--- src/rtl/uart_tx_serializer.sv ---
// ---------------------------------------------------------------------------
// uart_tx_serializer
//
// UART transmit serializer. A parallel word accepted on DATA_VALID (while
// BUSY is low) is shifted out on TX_OUT as an asynchronous frame:
//   start (0), DATA_WIDTH data bits LSB first, [parity], stop (1).
// One frame bit is sent per rising edge of CLK (CLK is the TX baud clock).
//
// Build option:
//   UART_TX_PARITY_EN - when defined, adds the PAR_TYP port and a parity
//                       bit between the last data bit and the stop bit.
//                       When undefined, frames carry no parity bit.
//
// Parameters:
//   DATA_WIDTH  width of the parallel word (>= 2), default 8
//
// Ports:
//   CLK         in   TX bit clock, rising edge active
//   RST         in   synchronous reset, active low
//   P_DATA      in   word to transmit, sampled only on acceptance
//   DATA_VALID  in   send request, honoured only while BUSY = 0
//   PAR_TYP     in   0 = even, 1 = odd parity (UART_TX_PARITY_EN only)
//   TX_OUT      out  serial line, idle high, driven from a flop
//   BUSY        out  high from acceptance through the stop-bit cycle
// ---------------------------------------------------------------------------
module uart_tx_serializer #(
    parameter int DATA_WIDTH = 8
) (
    input  logic                  CLK,
    input  logic                  RST,
    input  logic [DATA_WIDTH-1:0] P_DATA,
    input  logic                  DATA_VALID,
`ifdef UART_TX_PARITY_EN
    input  logic                  PAR_TYP,
`endif
    output logic                  TX_OUT,
    output logic                  BUSY
);

    // One spare bit so the counter can never wrap inside a frame.
    localparam int CNT_W = $clog2(DATA_WIDTH) + 1;
    localparam logic [CNT_W-1:0] LAST_BIT = CNT_W'(DATA_WIDTH - 1);

    typedef enum logic [2:0] {
        ST_IDLE   = 3'd0,
        ST_START  = 3'd1,
        ST_DATA   = 3'd2,
`ifdef UART_TX_PARITY_EN
        ST_PARITY = 3'd3,
`endif
        ST_STOP   = 3'd4
    } state_t;

    state_t                state_q;
    logic [CNT_W-1:0]      cnt_q;
    logic [CNT_W-1:0]      cnt_d;
    logic [DATA_WIDTH-1:0] shift_q;
    logic                  tx_q;
    logic                  busy_q;
`ifdef UART_TX_PARITY_EN
    logic                  par_typ_q;
    logic                  par_bit_q;
    logic                  par_bit_d;

    // Even parity is the XOR of the data bits; odd parity inverts it.
    assign par_bit_d = (^P_DATA) ^ PAR_TYP;
`endif

    assign cnt_d = cnt_q + CNT_W'(1);

    always_ff @(posedge CLK) begin
        if (!RST) begin
            // Reset aborts any frame in flight; no stop bit is emitted.
            state_q   <= ST_IDLE;
            cnt_q     <= '0;
            shift_q   <= '0;
            tx_q      <= 1'b1;
            busy_q    <= 1'b0;
`ifdef UART_TX_PARITY_EN
            par_typ_q <= 1'b0;
            par_bit_q <= 1'b0;
`endif
        end else begin
            case (state_q)
                ST_IDLE: begin
                    tx_q   <= 1'b1;
                    busy_q <= 1'b0;
                    if (DATA_VALID) begin
                        // Acceptance: capture everything the frame needs so
                        // later input changes cannot disturb it.
                        shift_q   <= P_DATA;
`ifdef UART_TX_PARITY_EN
                        par_typ_q <= PAR_TYP;
                        par_bit_q <= par_bit_d;
`endif
                        cnt_q     <= '0;
                        tx_q      <= 1'b0;
                        busy_q    <= 1'b1;
                        state_q   <= ST_START;
                    end
                end

                ST_START: begin
                    // Line drops to bit 0; shift so shift_q[0] always holds
                    // the next bit to send.
                    tx_q    <= shift_q[0];
                    shift_q <= shift_q >> 1;
                    cnt_q   <= '0;
                    state_q <= ST_DATA;
                end

                ST_DATA: begin
                    if (cnt_q == LAST_BIT) begin
                        cnt_q   <= '0;
`ifdef UART_TX_PARITY_EN
                        tx_q    <= par_bit_q;
                        state_q <= ST_PARITY;
`else
                        tx_q    <= 1'b1;
                        state_q <= ST_STOP;
`endif
                    end else begin
                        tx_q    <= shift_q[0];
                        shift_q <= shift_q >> 1;
                        cnt_q   <= cnt_d;
                    end
                end

`ifdef UART_TX_PARITY_EN
                ST_PARITY: begin
                    tx_q    <= 1'b1;
                    state_q <= ST_STOP;
                end
`endif

                ST_STOP: begin
                    // Stop bit ends here; the line stays high and at least
                    // one idle cycle follows before any new start bit.
                    tx_q    <= 1'b1;
                    busy_q  <= 1'b0;
                    state_q <= ST_IDLE;
                end

                default: begin
                    tx_q    <= 1'b1;
                    busy_q  <= 1'b0;
                    cnt_q   <= '0;
                    state_q <= ST_IDLE;
                end
            endcase
        end
    end

    assign TX_OUT = tx_q;
    assign BUSY   = busy_q;

endmodule

--- config.mk ---
export PLATFORM = sky130hd
export DESIGN_NAME = uart_tx_serializer
export DESIGN_NICKNAME = d
export VERILOG_FILES = /design/src/rtl/uart_tx_serializer.sv
export SDC_FILE = /design/constraint.sdc
export NUM_CORES = 1
export LEC_CHECK = 0
export ABC_AREA = 1
export BUFFER_PORTS_ARGS = -buffer_cell sky130_fd_sc_hd__clkbuf_2
export CORE_UTILIZATION = 53
export DETAILED_ROUTE_END_ITERATION = 16
export GPL_TIMING_DRIVEN = 0
export PLACE_DENSITY = 0.78
export SLEW_MARGIN = 25
export SYNTH_ARGS = -nofsm -noshare
export SYNTH_HDL_FRONTEND = slang
export SYNTH_SLANG_ARGS = --single-unit
--- constraint.sdc ---
create_clock -name CLK -period 1.45 [get_ports CLK]
set_input_delay 0 -clock CLK [delete_from_list [all_inputs] [get_ports CLK]]
set_output_delay 0 -clock CLK [all_outputs]
set_load 0.02 [all_outputs]
Word level (Yosys, flattened, before mapping)
Cells that the tools add are included.
- mux-type cells: 14
- magnitude comparators: 0
- divide/modulo/power cells: 0
- add/subtract/negate cells: 1
- multipliers: 0
- equal/unequal tests: 7
- reductions and logical operators: 6
- bitwise logic cells: 1
- shift operators: 0
- operators with widths (kind ; count):
    case mux 8 bit (3 select lines) ; 1
    two-way mux 8 bit ; 2
    case mux 4 bit (3 select lines) ; 1
    case mux 3 bit (3 select lines) ; 1
    two-way mux 4 bit ; 2
    two-way mux 3 bit ; 2
    inequality test 2 bit (second input constant) ; 3
    adder 4 x 1 -> 4 bit (second input constant) ; 1
    equality test 4 x 3 -> 1 bit (second input constant) ; 1
    AND reduction 2 bit ; 2
    equality test 3 x 1 -> 1 bit (second input constant) ; 1
    equality test 3 x 2 -> 1 bit (second input constant) ; 1
    equality test 3 bit (second input constant) ; 1
    logical NOT 3 bit ; 1
    two-way mux 1 bit ; 3
    case mux 1 bit (3 select lines) ; 1
    AND reduction 3 bit ; 1
    nonzero test 3 bit ; 1
    case mux 1 bit (2 select lines) ; 1
    OR reduction 2 bit ; 1
    inverter 1 bit ; 1
- bits of input ports: 11
- memory bits (writable): 0
- ROM bits: 0
- memories kept: 0
- bits in latches: 0
- flip-flop bits (word level): 17
- output and inout bits: 2

Longest topological paths before layout
Gate-level depths: netlist of run 1.
- depth after elaboration: 3
- gate-level depth with buffers: 9

Worst setup path before layout of run 1
No wires, ideal clock.
- path type: register to register
- start: register cnt_q[0]
- end: register tx_q (netlist: TX_OUT)
- period minus slack after synthesis: 1223 ps
- arrival: 1101 ps
- library setup time: 122 ps
- setup slack: 227 ps
- path buffers: 1
- stages on the path, launching flop included: 8
- path through: dfxtp_1 > ha_1 > nand2_1 > nor2_1 > nand2_2 > nand3_4 > buf_8 > nand3b_1
- cells in the longest elaborated chain, start to end: 3
- RTL lines (item ; RTL line ; RTL):
    start, declared ; 55 ; logic [CNT_W-1:0] cnt_q;
    start signal, assigned ; 125 ; cnt_q <= cnt_d;
    equality test 4 x 3 -> 1 bit ; 113 ; if (cnt_q == LAST_BIT) begin
    two-way mux 1 bit ; 113 ;
    case mux 1 bit (3 select lines) ; 84 ; case (state_q)
    end signal, assigned ; 106 ; tx_q <= shift_q[0];
    end signal, assigned ; 123 ; tx_q <= shift_q[0];
    end, declared ; 58 ; logic tx_q;
No other way between the ends.
A chain may end at the register's enable or synchronous reset.

Worst setup path in the final report of run 1
- start: register cnt_q[0]
- end: register shift_q[4]
- cells in the longest elaborated chain, start to end: 3
- RTL lines (item ; RTL line ; RTL):
    equality test 4 x 3 -> 1 bit ; 113 ;
    inequality test 2 bit (no source line) ; - ;
    AND reduction 3 bit (no source line) ; - ;
    end signal, assigned ; 107 ; shift_q <= shift_q >> 1;
    end signal, assigned ; 124 ; shift_q <= shift_q >> 1;
    end, declared ; 57 ; logic [DATA_WIDTH-1:0] shift_q;
No other way between the ends.

==> impl_metrics.csv, run 1 <==
group,metric,value,unit
synth,synthesis.yosys.warnings,0,
layout,flow.area_growth_from_synthesis,16.71,%
worst_setup_path,critPathLaunchType,"flip-flop",
clock_network,tritoncts.num_buffers,3,
global_route,grt_use_total,20.57,%
global_route,number_of_global_route_vias_before_repair,654,
drt,wl_per_cell,10.02,um
synth,synth.top_cells.by_area,"sky130_fd_sc_hd__dfxtp_1, sky130_fd_sc_hd__nand2_1, sky130_fd_sc_hd__nor2_1",
worst_setup_path,worstPathRequired,1.64,ns
pwr,power_density,1000,nW/um^2
synth,synth-simple-area-share,42.88,%
clock_network,clkSlewWorstSetupHoldPaths,0.09,ns
synth,synth_fp_nets,142,
worst_setup_path,cp_cell_sequence,"ha_1 -> nand2_1 -> nor2_2 -> nand2_2 -> nand3_4 -> buf_8 -> nor2_1 -> nor2_1",
worst_setup_path,cp_common_cell,"sky130_fd_sc_hd__nor2_1",
worst_setup_path,critical_path.max_stage_delay,0.34,ns
layout,antenna_cells_inserted,0,
synth,synth_compound_gate_area_share,5.087,%
outcome,run_status,"finished, final reports clean",
synth,synth_top_area_cell,"sky130_fd_sc_hd__dfxtp_1",
drt,pre_repair_dr_iteration_count,5,
synth,postSynthRegisterBits,17,
timing,min_period,1.318,ns
timing,setup_violations,0,
synth,post_synth_instance_area,860.8,sq um
clock_network,cts-root-to-sink-buffers,2,
worst_setup_path,timing.critical_path.arrival,1.50,ns
floorplanning,die_span_y,42.30,um
synth,synth_xor_area_share,1.017,%
clock_network,clock_tree.htree_level_count,1,
synth,area_fraction_of_the_dominant_cell_type_after_synthesis,39.53,%
worst_setup_path,critPathBufInv,1,
pwr,cellLeakagePower,0.0005136,uW
timing,hold-worst-slack,0.01962,ns
clock_network,insertion_delay,0.30,ns
worst_setup_path,cp-end-kind,"flip-flop",
timing,fin_skew,0.01499,ns
worst_setup_path,timing.critical_path.max_delay_family,"simple AND/OR/NAND/NOR gates",
run,maxCapViolCount,0,
floorplanning,fp.coreArea,1506,sq um
layout,layout-drive-gt1-share,22.00,%
worst_setup_path,critPathKind,"flip-flop to flip-flop",
worst_setup_path,critical_path_peak_fanout,10,
drt,drc,0,
synth,share_of_the_yosys_chip_area_belonging_to_registers,39.53,%
synth,netlist-cell-type-count,18,
placement,gpl.final_weighted_congestion,0.8114,
synth,post_synth_inst_count,130,
pwr,power.ir.vdd_worst,537.8,uV
timing,worst-slew-pin-transition,0.2362,ns
floorplanning,initial_core_util,57.14,%
clock_network,tritoncts_num_sinks,17,
layout,layout.core_utilization,66.69,%
timing,layout_worst_path_cycle_share,90.91,%
min_path,hold_class,"input pin to flip-flop",
global_route,grt_max_degree,11,
synth,syn-mean-instance-area,6.622,sq um
floorplanning,die_boundary_width,42.30,um
timing,number_of_pins_with_negative_max_slew_slack_in_the_final_report,0,
pwr,p_total,1005,uW
synth,synth_adder_area_share,1.453,%
layout,fin_nets,163,
floorplanning,placementRows,14,
floorplanning,die_footprint,1789,sq um
synth,dominant_combinational_cell_family_by_area_after_synthesis,"simple AND/OR/NAND/NOR gates",
global_route,grt-ovfl-total,0,
placement,detailedPlacementHpwl,1160,um
clock_network,cts_tree,"built",
timing,fmaxAchievable,758.6,MHz
drt,dr.first_iter.drc_count,22,
floorplanning,ios,13,
drt,detailroute.via_count,805,
drt,postRouteAntennaNets,0,
timing,hold_violations,0,
drt,via_per_inst,4.849,
global_route,grt_antenna_before_repair,0,
timing,max_slew_margin,84.23,%
synth,synth_mux_area_share,0,%
global_route,global_route_wire_length_before_repair,2787,um
worst_setup_path,timing.critical_path.slowest_stage_cell,"sky130_fd_sc_hd__dfxtp_1",
clock_network,cts_root_buf,"sky130_fd_sc_hd__clkbuf_4",
placement,io_buffer_count,12,
drt,routed_wl,1664,um
-- worst min-delay path: cells and delay by family --
family                 cells  cell delay, ns
buffers and inverters      1            0.10
AOI/OAI and AO/OA          2            0.16
-- cell usage after synthesis, drive strengths merged --
cell     n
xor2     1
a21oi    6
buf      1
o21ai    2
nand3   12
ha       1
nand3b   1
dfxtp   17
nor2    26
clkbuf   1
nand2   45
inv     17
-- power breakdown --
group          leakage (uW)  internal [uW]  switching, uW
registers          0.000141            504           22.7
logic              0.000355           96.1            128
clock network     0.0000177            103            152
total              0.000514            703            302
-- area by class of cell --
class / count / area [sq um]
Tap cell: 16 / 20.02
Clock inverter: 1 / 5.005
Buffer: 2 / 22.52
Fill cell: 136 / 501.7
Timing Repair Buffer: 16 / 92.59
Multi-Input combinational cell: 94 / 436.7
Clock buffer: 3 / 22.52
Sequential cell: 17 / 341.6
Inverter: 17 / 63.81
-- cell usage in the layout, fill, tap and decap left out, types with 4 or more instances in the layout --
cell type	instances
sky130_fd_sc_hd__nand2_1	42
sky130_fd_sc_hd__nor2_1	23
sky130_fd_sc_hd__a21oi_1	6
sky130_fd_sc_hd__dfxtp_1	16
sky130_fd_sc_hd__inv_1	16
sky130_fd_sc_hd__nand3_1	9
sky130_fd_sc_hd__clkbuf_4	4
sky130_fd_sc_hd__clkbuf_2	12
-- timing repair --
action | CTS | global route
endpoints found under the hold margin | 2 | 0
setup buffers | 0 | 3
endpoints found under the setup margin | 0 | 4
gates resized for setup | 0 | 2
hold buffers | 1 | 0
-- cells by family after synthesis --
group                      after synthesis
AOI/OAI and AO/OA                        8
xor gates and xnor gates                 1
DFF                                     17
adders and majority gates                1
buffers and inverters                   19
and+or+nand+nor                         84
-- registers in the layout, summed over array words and instances, names as in the netlist --
name     flops
cnt_q        4
shift_q      8
state_q      3
TX_OUT       1
BUSY         1
-- metrics by stage --
step / std cells / worst slack (ns) / instance area, sq um / TNS [ns]
floorplan: 130 / 0.2268 / 860.8 / 0
global placement: 158 / 0.09705 / 940.9 / 0
detailed placement: 158 / 0.1033 / 940.9 / 0
CTS: 163 / 0.09010 / 978.4 / 0
global route: 166 / -0.0003318 / 1005 / -0.0003318
finish: 166 / 0.1319 / 1005 / 0
-- layer usage --
metal | global-route usage (%) | share of wire, %
met3 | 5.172 | 4.5
met2 | 32.00 | 46
met5 | 0 | 0
met1 | 26.68 | 48
met4 | 9.375 | 1.1
-- worst paths after layout --
kind                 start         end  slack, ns  cells past startpoint
setup / recovery  cnt_q[0]  shift_q[4]       0.13                      8
hold reg to reg       BUSY        BUSY       0.47                      2
hold / removal         RST    cnt_q[0]       0.02                      3
setup reg to reg  cnt_q[0]  shift_q[4]       0.13                      8
(Power assumes the default switching activity.)
==> inputs of run 2 (changes only) <==
PLACE_DENSITY = not set   (was 0.78)
PLACE_DENSITY_LB_ADDON = 0.25   (was not set)
==> impl_metrics.csv, run 2 (same netlist as run 1, synthesis figures left out) <==
group,metric,value,unit
global_route,grt_max_degree,11,
worst_setup_path,worst_r2r_path_depth,9,
min_path,hold_path_startpoint,"RST",
global_route,grt-ovfl-total,0,
placement,io_buffer_count,12,
worst_setup_path,critPathLaunchType,"flip-flop",
floorplanning,die_boundary_width,42.30,um
worst_setup_path,cp_common_cell,"sky130_fd_sc_hd__nand2_1",
timing,setup-tns-final,0,ns
worst_setup_path,critPathBufInv,1,
clock_network,insertion_delay,0.30,ns
timing,fmaxAchievable,734.8,MHz
clock_network,tritoncts.num_buffers,3,
layout,layout-drive-gt1-share,22.67,%
timing,min_period,1.361,ns
drt,via_per_inst,5.054,
global_route,grt_antenna_before_repair,0,
global_route,grt_use_total,21.26,%
pwr,p_total,1025,uW
timing,fin_skew,0.01307,ns
floorplanning,placementRows,14,
timing,hold-worst-slack,0.02013,ns
drt,detailroute.via_count,839,
drt,drc,0,
min_path,timing.hold.worst_path_depth,3,
layout,number_of_flip_flops_under_the_largest_register_name,8,
clock_network,tritoncts_num_sinks,17,
clock_network,cts-root-to-sink-buffers,2,
run,maxCapViolCount,0,
drt,dr.first_iter.drc_count,37,
global_route,number_of_global_route_vias_before_repair,745,
clock_network,clkSlewWorstSetupHoldPaths,0.11,ns
layout,num-fill-cells,146,
worst_setup_path,reg2reg_slack,0.09,ns
placement,detailedPlace.worstSlack,0.09440,ns
layout,flow.area_growth_from_synthesis,16.86,%
timing,final_critical_path_setup_slack,0.08907,ns
clock_network,cts_root_buf,"sky130_fd_sc_hd__clkbuf_4",
placement,gpl.final_weighted_congestion,0.8418,
layout,most-common-layout-cells,"sky130_fd_sc_hd__nand2_1, sky130_fd_sc_hd__nor2_1, sky130_fd_sc_hd__inv_1",
outcome,run_status,"finished, final reports clean",
worst_setup_path,timing.critical_path.arrival,1.56,ns
worst_setup_path,critical_path_peak_fanout,5,
timing,setup_violations,0,
pwr,cellLeakagePower,0.0005138,uW
min_path,hold_class,"input pin to flip-flop",
worst_setup_path,worstPathRequired,1.65,ns
worst_setup_path,cp_cell_sequence,"ha_1 -> nand2_1 -> nor2_2 -> nand2_2 -> nand3_4 -> buf_4 -> nand2_1 -> nand2_1 -> nor2_1",
worst_setup_path,timing.rr.end,"shift_q[5]",
global_route,global_route_wire_length_before_repair,2918,um
timing,worst-slew-pin-transition,0.2493,ns
floorplanning,initial_core_util,57.14,%
layout,regMostFlops,"shift_q",
drt,postRouteAntennaNets,0,
floorplanning,die_footprint,1789,sq um
worst_setup_path,cp-end-kind,"flip-flop",
timing,number_of_pins_with_negative_max_slew_slack_in_the_final_report,0,
pwr,power.ir.vdd_worst,608.5,uV
drt,wl_per_cell,10.58,um
timing,setup_repair_after_global_routing_missed_its_margin,"false",
worst_setup_path,critical_path.max_stage_delay,0.38,ns
layout,layout.core_utilization,66.78,%
floorplanning,ios,13,
clock_network,clock_tree.htree_level_count,1,
min_path,capture_endpoint_of_the_worst_hold_path,"state_q[0]",
floorplanning,fp.coreArea,1506,sq um
timing,max_slew_margin,83.38,%
drt,pre_repair_dr_iteration_count,4,
pwr,power_density,1019,nW/um^2
worst_setup_path,timing.critical_path.slowest_stage_cell,"sky130_fd_sc_hd__dfxtp_1",
floorplanning,die_span_y,42.30,um
worst_setup_path,timing.critical_path.max_delay_family,"simple AND/OR/NAND/NOR gates",
worst_setup_path,critPathKind,"flip-flop to flip-flop",
drt,routed_wl,1757,um
clock_network,cts_tree,"built",
worst_setup_path,rr_startpoint,"cnt_q[1]",
layout,layout.cells.most_common,"sky130_fd_sc_hd__nand2_1",
placement,detailedPlacementHpwl,1226,um
timing,hold_violations,0,
layout,largest_registers,"shift_q x8, cnt_q x4, state_q x3",
timing,layout_worst_path_cycle_share,93.86,%
layout,antenna_cells_inserted,0,
layout,fin_nets,163,
## run 2: stage by stage
stage	instances	area, sq um
4_1_cts	163	978.4
6_report	166	1006
3_5_place_dp	158	940.9
3_3_place_gp	158	940.9
5_1_grt	166	1006
2_1_floorplan	130	860.8
## run 2: layout make-up
type | count | area (sq um) | area share, %
plain buffers | 2 | 22.52 | 2.239
clock buffers | 3 | 22.52 | 2.239
clock inverters | 1 | 5.005 | 0.4975
inverters | 17 | 63.81 | 6.343
multi-input cells | 94 | 436.7 | 43.41
flip-flops and latches | 17 | 342.8 | 34.08
well taps | 16 | 20.02 | 1.990
repair buffers | 16 | 92.59 | 9.204
## run 2: worst max path at each step
stage | from | end | slack, ns | cells after the start
final | cnt_q[1] | shift_q[5] | 0.09 | 9
after global routing | cnt_q[0] | shift_q[2] | 0.003 | 8
after CTS | cnt_q[1] | shift_q[3] | 0.07 | 9
after detailed placement | cnt_q[1] | shift_q[3] | 0.09 | 9
after global placement | cnt_q[1] | shift_q[3] | 0.11 | 9
after floorplan | cnt_q[0] | TX_OUT | 0.23 | 7
## run 2: worst min-delay path: cells and delay by family
kind | cells | cell delay [ns]
buffers and inverters | 2 | 0.20
and+or+nand+nor | 1 | 0.10
## run 2: routing by layer
| metal | global-route usage [%] | vias to the layer above | share of wire, % |
|---|---|---|---|
| met4 | 15.00 | 0 | 2.0 |
| met3 | 2.586 | 5 | 4.7 |
| met1 | 25.00 | 373 | 47 |
| met5 | 0 | - | 0 |
| li1 | - | 438 | - |
| met2 | 35.38 | 23 | 46 |
## run 2: repair_timing
action	4_1_cts	5_1_grt
hold buffers	1	0
resized for setup	0	3
setup endpoints to repair	0	9
setup buffers	0	3
endpoints found under the hold margin	2	0
## run 2: power by group
group          leakage [uW]  internal [uW]  switching (uW)
Sequential         0.000141            505            22.6
Clock             0.0000177            103             165
Combinational      0.000355           96.4             132
Total              0.000514            704             320
